===== config.mk =====
export PLATFORM = sky130hd
export DESIGN_NAME = route_request_unit
export DESIGN_NICKNAME = d
export VERILOG_FILES = /design/src/rtl/route_request_unit.sv
export SDC_FILE = /design/constraint.sdc
export NUM_CORES = 1
export LEC_CHECK = 0
export CAP_MARGIN = 20
export CELL_PAD_IN_SITES_DETAIL_PLACEMENT = 1
export CELL_PAD_IN_SITES_GLOBAL_PLACEMENT = 2
export CORE_MARGIN = 1
export CORE_UTILIZATION = 29
export CTS_CLUSTER_SIZE = 16
export DETAILED_ROUTE_END_ITERATION = 10
export PLACE_DENSITY_LB_ADDON = 0.2
export SKIP_CTS_REPAIR_TIMING = 1
export SLEW_MARGIN = 20
export SYNTH_ARGS = -nofsm -noshare
export SYNTH_HDL_FRONTEND = slang
export SYNTH_SLANG_ARGS = --single-unit

===== constraint.sdc =====
create_clock -name clk -period 3.9 [get_ports clk]
set_clock_uncertainty 0.05 [all_clocks]
set_input_delay 0.39 -clock clk [delete_from_list [all_inputs] [get_ports clk]]
set_output_delay 0.39 -clock clk [all_outputs]
set_load 0.01 [all_outputs]

===== src/rtl/route_request_unit.sv =====
// Per-input-port sequencer: routes the FIFO head flit to one productive output
// chosen round-robin, requests it from the switch allocator, then drains one packet.
module route_request_unit #(
    parameter int PKT_FLITS = 5,
    parameter int CNT_WIDTH = 3
) (
    input  logic       clk,
    input  logic       reset,
    input  logic       fifo_empty_din,
    input  logic [3:0] valid_channels_din,
    input  logic [3:0] port_status_din,
    input  logic       grant_din,
    output logic [3:0] request_vector_dout,
    output logic       fifo_read_dout,
    output logic       xfer_active_dout,
    output logic       route_stall_dout,
    output logic [1:0] debug_state,
    output logic [1:0] debug_rr_ptr
);

    typedef enum logic [1:0] {
        IDLE    = 2'd0,
        ROUTE   = 2'd1,
        REQUEST = 2'd2,
        XFER    = 2'd3
    } state_t;

    localparam logic [CNT_WIDTH-1:0] LAST_FLIT = CNT_WIDTH'(PKT_FLITS - 1);

    state_t               state_q, state_d;
    logic [3:0]           request_q, request_d;
    logic [1:0]           rr_ptr_q, rr_ptr_d;
    logic [CNT_WIDTH-1:0] flit_cnt_q, flit_cnt_d;

    logic [3:0] cand;
    logic       found;
    logic [1:0] sel_idx;
    logic [1:0] scan_idx;
    logic       pop;
    logic       stall;

    // Round-robin pick: first candidate at or after rr_ptr, wrapping modulo 4.
    always_comb begin
        cand     = valid_channels_din & port_status_din;
        found    = 1'b0;
        sel_idx  = rr_ptr_q;
        scan_idx = 2'd0;
        for (int i = 0; i < 4; i++) begin
            scan_idx = rr_ptr_q + 2'(i);
            if (!found && cand[scan_idx]) begin
                found   = 1'b1;
                sel_idx = scan_idx;
            end
        end
    end

    // Handshake: request_vector_dout is held from REQUEST until the tail pop;
    // a flit moves on every XFER cycle with grant_din high and the FIFO non-empty.
    always_comb begin
        state_d    = state_q;
        request_d  = request_q;
        rr_ptr_d   = rr_ptr_q;
        flit_cnt_d = flit_cnt_q;
        pop        = 1'b0;
        stall      = 1'b0;
        case (state_q)
            IDLE: begin
                if (!fifo_empty_din) state_d = ROUTE;
            end
            ROUTE: begin
                if (!found) begin
                    stall = 1'b1;
                end else begin
                    request_d = 4'b0001 << sel_idx;
                    rr_ptr_d  = sel_idx + 2'd1;
                    state_d   = REQUEST;
                end
            end
            REQUEST: begin
                if (grant_din) begin
                    state_d    = XFER;
                    flit_cnt_d = '0;
                end
            end
            XFER: begin
                pop = grant_din & ~fifo_empty_din;
                if (pop) begin
                    if (flit_cnt_q == LAST_FLIT) begin
                        state_d    = IDLE;
                        request_d  = 4'b0000;
                        flit_cnt_d = '0;
                    end else begin
                        flit_cnt_d = flit_cnt_q + 1'b1;
                    end
                end
            end
            default: state_d = IDLE;
        endcase
    end

    always_ff @(posedge clk) begin
        if (!reset) begin
            state_q    <= IDLE;
            request_q  <= 4'b0000;
            rr_ptr_q   <= 2'd0;
            flit_cnt_q <= '0;
        end else begin
            state_q    <= state_d;
            request_q  <= request_d;
            rr_ptr_q   <= rr_ptr_d;
            flit_cnt_q <= flit_cnt_d;
        end
    end

    assign request_vector_dout = request_q;
    assign fifo_read_dout      = pop;
    assign xfer_active_dout    = (state_q == XFER);
    assign route_stall_dout    = stall;
    assign debug_state         = state_q;
    assign debug_rr_ptr        = rr_ptr_q;

endmodule


==> run metrics, run 1 <==
Synth warnings 0; Pleak 0.000437 uW; area of placed instances 1080 um2; Required @ worst endpoint 3.46 ns; placed insts 144; vias in the first global route 807; CTS clk-pin slew, worst paths 0.08 ns; Via density 5.28; Core ar. 2730 um2; clk buf depth 2; combinational fraction of design power 0.516; Seq cells post-synth 11; global routing's busiest layer met2; syn_area_per_cell 8.95 um2; I/O pins 23; met1 global-route usage 0.188; main flop type after synthesis dfxtp_1; layout cells sized above 1 0.0940; dominant cell by count in the synthesized netlist nand2_1; number of I/O port buffers 22; Max transition margin 0.618; non-filler cells, final 148; Pwr Density 463 nW/um2; Post-synth EDFFs 0; Peak VDD IR 0.000207 V; synthesized area 832 um2; FP Rows 19; switch share 0.390; Post-Synthesis Net Count 116; RD Place Congestion 0.784; P_int 313 uW; antenna viol nets, final 0; ys async rst share 0; drc violations 0; initial antenna violation count 0; post-synth top area share 0.265; Nets 141; Finish-stage setup viols 0; Hold Path Class flop to flop; Area growth, synth to finish 33.2%; Pins Over Slew Limit 0; Switch Pwr 200 uW; Worst Path Class, Setup flop to output port; antenna cells 0; Die Footprint 3090 um2; global-route wire length before repair 3730 um; status finished, final reports clean; Max H-tree Level 1; synth cell count leaders nand2_1, dfxtp_1, ha_1; cells after synthesis 93; CP startpoint kind flop; Sink Count 11; gr ovfl total 0; CP max FO 11; initial core utilization 0.304; Flop pwr share 0.318; Clk pwr share 0.165; largest net degree at the start of global routing 18; Synth area leaders dfxtp_1, ha_1, mux2i_1; design area 1110 um2; CTS tree yes; clk_lat worst skew 0.28 ns; Inserted Clock Buffers 3; DRT iter0 DRCs 7; Routed WL per cell 14.2 um; unrepaired setup endpoints after global routing no; total of max-cap violations 0; critical path arrival 2.02 ns; Die Y 55.6 um; post-synth top area cell dfxtp_1; grt met2 use 0.248; total negative setup slack 0 ns; fillers 333; via count 781; DRT Wirelength 2100 um; Tcrit/Tclk final 0.630; Max Fclk 407 MHz; Worst Tran Pin Value 0.571 ns; Root Buffer clkbuf_4; minimum clock period 2.46 ns; Cell variety after synth 32; HPWL Detailed 1590 um; Global Route met3 Usage 0.0445; endpoint class of the critical path output port; sequential area share after synthesis 0.265; die width 55.6 um; Final Hold Fails 0; GRT Total Usage 0.154; Finished Core Util 0.405; DRT Pass-1 Iters 4
[layer usage]
layer  part of all wire  up-vias
li1                   -      383
met2               0.46       21
met5                  0        -
met3              0.054        5
met4              0.022        0
met1               0.47      372
[path summary, 6_finish.rpt]
check                                            start                     end  slack [ns]  cells past startpoint
worst max register to register         debug_rr_ptr[1]         debug_rr_ptr[1]        2.14                      5
worst min register to register  request_vector_dout[0]  request_vector_dout[0]        0.41                      2
worst min-delay path            request_vector_dout[0]  request_vector_dout[0]        0.41                      2
worst max-delay path                    debug_state[1]          fifo_read_dout        1.44                      4
[logic make-up after synthesis]
group                      count (synthesis)  synth area share
and+or+nand+nor                           33             0.209
AOI/OAI and AO/OA                         22             0.235
adders and majority gates                 11             0.165
DFF                                       11             0.265
buffers and inverters                      9            0.0421
muxes                                      7            0.0842
[stage by stage]
| stage | hold slack, ns | total power [uW] | worst slack [ns] |
|---|---|---|---|
| floorplan | 0.411 | 326 | 2.21 |
| global placement | 0.399 | 429 | 1.53 |
| detailed placement | 0.410 | 434 | 1.52 |
| CTS | 0.423 | 523 | 1.41 |
| global route | 0.447 | 558 | 1.29 |
| finish | 0.414 | 513 | 1.44 |
[registers in the layout, summed over array words and instances, names as in the netlist]
signal,cells
debug_rr_ptr,2
debug_state,2
flit_cnt_q,3
request_vector_dout,4
[cell usage in the layout, fill, tap and decap left out, types with 2 or more instances in the layout]
master           instances
a22oi_2                  2
nor2b_1                  2
nand3_1                  4
clkbuf_4                 3
a21boi_0                 2
ha_1                    11
nand2_1                 14
inv_1                    7
a21oi_1                  2
nand3b_1                 6
mux2i_1                  7
a22oi_1                  2
and2_1                   2
o21ai_0                  3
dfxtp_1                 11
clkdlybuf4s50_1         22
[worst max-delay path: stages, from the launching register on]
cell and delay, ns:
dfxtp_1 0.42, ha_1 0.46, nand2_1 0.12, and3_2 0.26
clkdlybuf4s50_1 0.48
[area by class of cell]
type                    count  area [um2]  area share
inverters                   7        26.3      0.0237
multi-input cells          73         577       0.520
well taps                  31        38.8      0.0350
flip-flops and latches     11         220       0.199
repair buffers             22         220       0.199
clock buffers               4        26.3      0.0237
[power by group through the flow]
stage | logic [uW] | registers [uW] | clock network (uW)
4_1_cts | 270 | 164 | 89.2
3_3_place_gp | 263 | 166 | 0
2_1_floorplan | 154 | 171 | 0
3_5_place_dp | 268 | 166 | 0
5_1_grt | 294 | 170 | 94.2
6_report | 265 | 163 | 84.9
(Power assumes the default switching activity.)
==> run 2: changes to the inputs <==
CORE_UTILIZATION = 25   (was 29)
clock period = 2.05 ns   (was 3.9 ns; I/O delays follow)
==> run metrics, run 2 (synthesis gave the netlist of run 1 again) <==
status finished, final reports clean; Die Footprint 3560 um2; CP startpoint kind flop; Area growth, synth to finish 44.2%; DRT Pass-1 Iters 3; antenna viol nets, final 0; layout cells sized above 1 0.183; max FFs per register 4; Max transition margin 0.595; DRT iter0 DRCs 46; crit-path cells ha_2 -> nand2_1 -> and3_2 -> clkdlybuf4s50_1; Core ar. 3100 um2; crit path buf inv count 1; I/O pins 23; met1 global-route usage 0.173; global-route wire length before repair 3740 um; final worst slack 0.112 ns; gr ovfl total 0; Nets 150; Max H-tree Level 1; drc violations 0; vias in the first global route 835; Global Route met3 Usage 0.0281; Required @ worst endpoint 1.79 ns; Worst Tran Pin Value 0.606 ns; global routing's busiest layer met2; commonest non-fill, non-tap cell in the layout clkdlybuf4s50_1; Sink Count 11; Slowest Stage Delay on Critical Path 0.54 ns; endpoint class of the critical path output port; Hold Path Class flop to flop; worst hold slack 0.422 ns; Final Hold Fails 0; critical path's slowest cell clkdlybuf4s50_1; die width 59.7 um; pre-CTS setup slack -0.0824 ns; Root Buffer clkbuf_4; GRT Total Usage 0.141; Die Y 59.7 um; via count 790; CTS tree yes; clk buf depth 2; Pleak 0.000496 uW; minimum clock period 1.94 ns; Tcrit/Tclk final 0.945; grt met2 use 0.238; HPWL Detailed 1760 um; Finish-stage setup viols 0; Max Fclk 516 MHz; FP Rows 20; Via density 4.65; initial antenna violation count 0; number of I/O port buffers 22; initial core utilization 0.268; DRT Wirelength 2180 um; Peak VDD IR 0.000363 V; CTS clk-pin slew, worst paths 0.08 ns; total of max-cap violations 0; Routed WL per cell 12.8 um; CP max FO 5; most frequent cells in the layout clkdlybuf4s50_1, nand2_1, ha_1, dfxtp_1, buf_4; cell family with most CP delay buffers and inverters; largest net degree at the start of global routing 18; antenna cells 0; clk_lat worst skew 0.27 ns; RD Place Congestion 0.789; critical path arrival 1.68 ns; Pins Over Slew Limit 0; Worst Path Class, Setup flop to output port; Pwr Density 838 nW/um2; unrepaired setup endpoints after global routing no; Inserted Clock Buffers 3
-- run 2: cell count changes in the layout (fill, tap and decap cells not counted), sizes merged --
cell / delta
clkdlybuf4s50: -1
buf: +9
dlymetal6s2s: +1
-- run 2: path summary, 6_finish.rpt --
check,start,endpoint,slack (ns),depth (start not counted)
worst max-delay path,debug_state[0],fifo_read_dout,0.11,4
worst max register to register,debug_rr_ptr[1],debug_rr_ptr[1],0.36,5
worst min-delay path,request_vector_dout[0],request_vector_dout[0],0.42,2
worst min register to register,request_vector_dout[0],request_vector_dout[0],0.42,2
-- run 2: where the power goes --
| part | switching, uW | internal, uW |
|---|---|---|
| Combinational | 250 | 285 |
| Sequential | 53.0 | 264 |
| Clock | 78.3 | 75.4 |
-- run 2: per-stage QoR --
| stage | std cells | utilization | TNS, ns | instance area [um2] | power (uW) |
|---|---|---|---|---|---|
| final | 170 | 0.387 | 0 | 1200 | 1010 |
| after global routing | 170 | 0.387 | 0 | 1200 | 1100 |
| after CTS | 169 | 0.382 | -0.0270 | 1180 | 1010 |
| after global placement | 165 | 0.373 | -0.123 | 1160 | 840 |
| after detailed placement | 165 | 0.373 | -0.213 | 1160 | 851 |
| after floorplan | 93 | - | 0 | 832 | 619 |
-- run 2: cell type report --
| type | count | area [um2] |
|---|---|---|
| multi-input combinational | 73 | 579 |
| inverter | 7 | 26.3 |
| clock buffer | 4 | 26.3 |
| fill | 407 | 1900 |
| tap | 44 | 55.1 |
| sequential | 11 | 223 |
| timing repair buffer | 31 | 290 |
-- run 2: worst register-to-register path, delay by kind of cell (launching register included) --
kind,cells,cell delay [ns]
simple gates,2,0.47
flops,1,0.38
compound gates,1,0.28
fa+ha+maj,1,0.28
mux,1,0.13
-- run 2: layer usage --
metal	wire, um	vias up
li1	-	400
met2	1040	17
met4	27	0
met1	1040	369
met5	0	-
met3	78	4
==> run 3: changes to the inputs <==
RECOVER_POWER = 50   (was default)
==> run metrics, run 3 (synthesis gave the netlist of run 1 again) <==
vias in the first global route 835; most frequent cells in the layout clkdlybuf4s50_1, nand2_1, ha_1, dfxtp_1, buf_4; Tcrit/Tclk final 0.942; status finished, final reports clean; Area growth, synth to finish 43.6%; initial core utilization 0.268; pre-CTS setup slack -0.0824 ns; reg2reg start debug_rr_ptr[1]; Core ar. 3100 um2; Hold Path Class flop to flop; Finish-stage setup viols 0; antenna viol nets, final 0; Die Footprint 3560 um2; Slowest Stage Delay on Critical Path 0.54 ns; DRT iter0 DRCs 36; via count 798; CP max FO 5; Via density 4.69; Inserted Clock Buffers 3; I/O pins 23; HPWL Detailed 1760 um; max FFs per register 4; CTS tree yes; Die Y 59.7 um; Max Fclk 518 MHz; Nets 150; DRT Pass-1 Iters 3; Worst Tran Pin Value 0.589 ns; commonest non-fill, non-tap cell in the layout clkdlybuf4s50_1; Worst R2R End debug_rr_ptr[1]; antenna cells 0; crit-path cells ha_2 -> nand2_1 -> and3_2 -> clkdlybuf4s50_1; Max transition margin 0.606; Final Hold Fails 0; layout cells sized above 1 0.175; critical path startpoint debug_state[0]; global-route wire length before repair 3740 um; minimum clock period 1.93 ns; largest net degree at the start of global routing 18; Pwr Density 825 nW/um2; total negative setup slack 0 ns; critical path arrival 1.68 ns; Peak VDD IR 0.000349 V; endpoint class of the critical path output port; final worst slack 0.120 ns; Pins Over Slew Limit 0; clk_lat worst skew 0.27 ns; DRT Wirelength 2170 um; Register-to-Register Setup Slack 0.35 ns; drc violations 0; gr ovfl total 0; Max H-tree Level 1; number of I/O port buffers 22; GRT Total Usage 0.141; die width 59.7 um; CTS clk-pin slew, worst paths 0.07 ns; Root Buffer clkbuf_4; unrepaired setup endpoints after global routing no; crit path to fifo_read_dout; Pleak 0.000514 uW; Routed WL per cell 12.7 um; fillers 408; critical path's slowest cell clkdlybuf4s50_1; clk buf depth 2; Sink Count 11; total of max-cap violations 0; FP Rows 20; Required @ worst endpoint 1.79 ns; worst r2r path cells 5; Worst Path Class, Setup flop to output port; RD Place Congestion 0.789; CP startpoint kind flop; initial antenna violation count 0
==> run 3: cell count changes in the layout (fill, tap and decap cells not counted), sizes merged <==
cell	change
dlygate4sd3	+6
clkbuf	+1
buf	-1
clkdlybuf4s50	-6
==> run 3: worst min path at each step <==
stage	start	to	slack (ns)	depth (start not counted)
3_3_place_gp	request_vector_dout[1]	request_vector_dout[1]	0.39	2
2_1_floorplan	flit_cnt_q[0]	flit_cnt_q[0]	0.41	2
6_report	request_vector_dout[0]	request_vector_dout[0]	0.42	2
3_5_place_dp	request_vector_dout[0]	request_vector_dout[0]	0.41	2
4_1_cts	request_vector_dout[0]	request_vector_dout[0]	0.42	2
5_1_grt	request_vector_dout[0]	request_vector_dout[0]	0.46	2
==> run 3: per-stage QoR <==
step                hold slack, ns  instance area, um2  total power, uW  utilization  std cells
finish                       0.416                1190              986        0.385        170
global route                 0.457                1190             1080        0.385        170
CTS                          0.425                1180             1010        0.382        169
detailed placement           0.408                1160              851        0.373        165
global placement             0.394                1160              840        0.373        165
floorplan                    0.411                 832              619            -         93
==> run 3: area by class of cell <==
class                      count  area (um2)  area share
clock buffer                   4        26.3      0.0220
tap                           44        55.1      0.0461
inverter                       7        26.3      0.0220
timing repair buffer          31         290       0.243
sequential                    11         223       0.186
multi-input combinational     73         574       0.481
==> run 3: critical path, delay by kind of cell, from the launching register on <==
| family | cells | cell delay (ns) |
|---|---|---|
| buf+inv | 1 | 0.54 |
| flops | 1 | 0.35 |
| simple gates | 2 | 0.30 |
| fa+ha+maj | 1 | 0.21 |
==> run 3: metal layers <==
layer | up-vias | global-route usage | wire length (um)
li1 | 400 | - | -
met1 | 377 | 0.173 | 1030
met2 | 17 | 0.238 | 1020
met3 | 4 | 0.0281 | 82
met4 | 0 | 0.0598 | 29
met5 | - | 0 | 0
==> run 3: report_power, final <==
group	switching (uW)	internal (uW)
sequential	51.1	264
combinational	248	272
clock	75.3	75.3
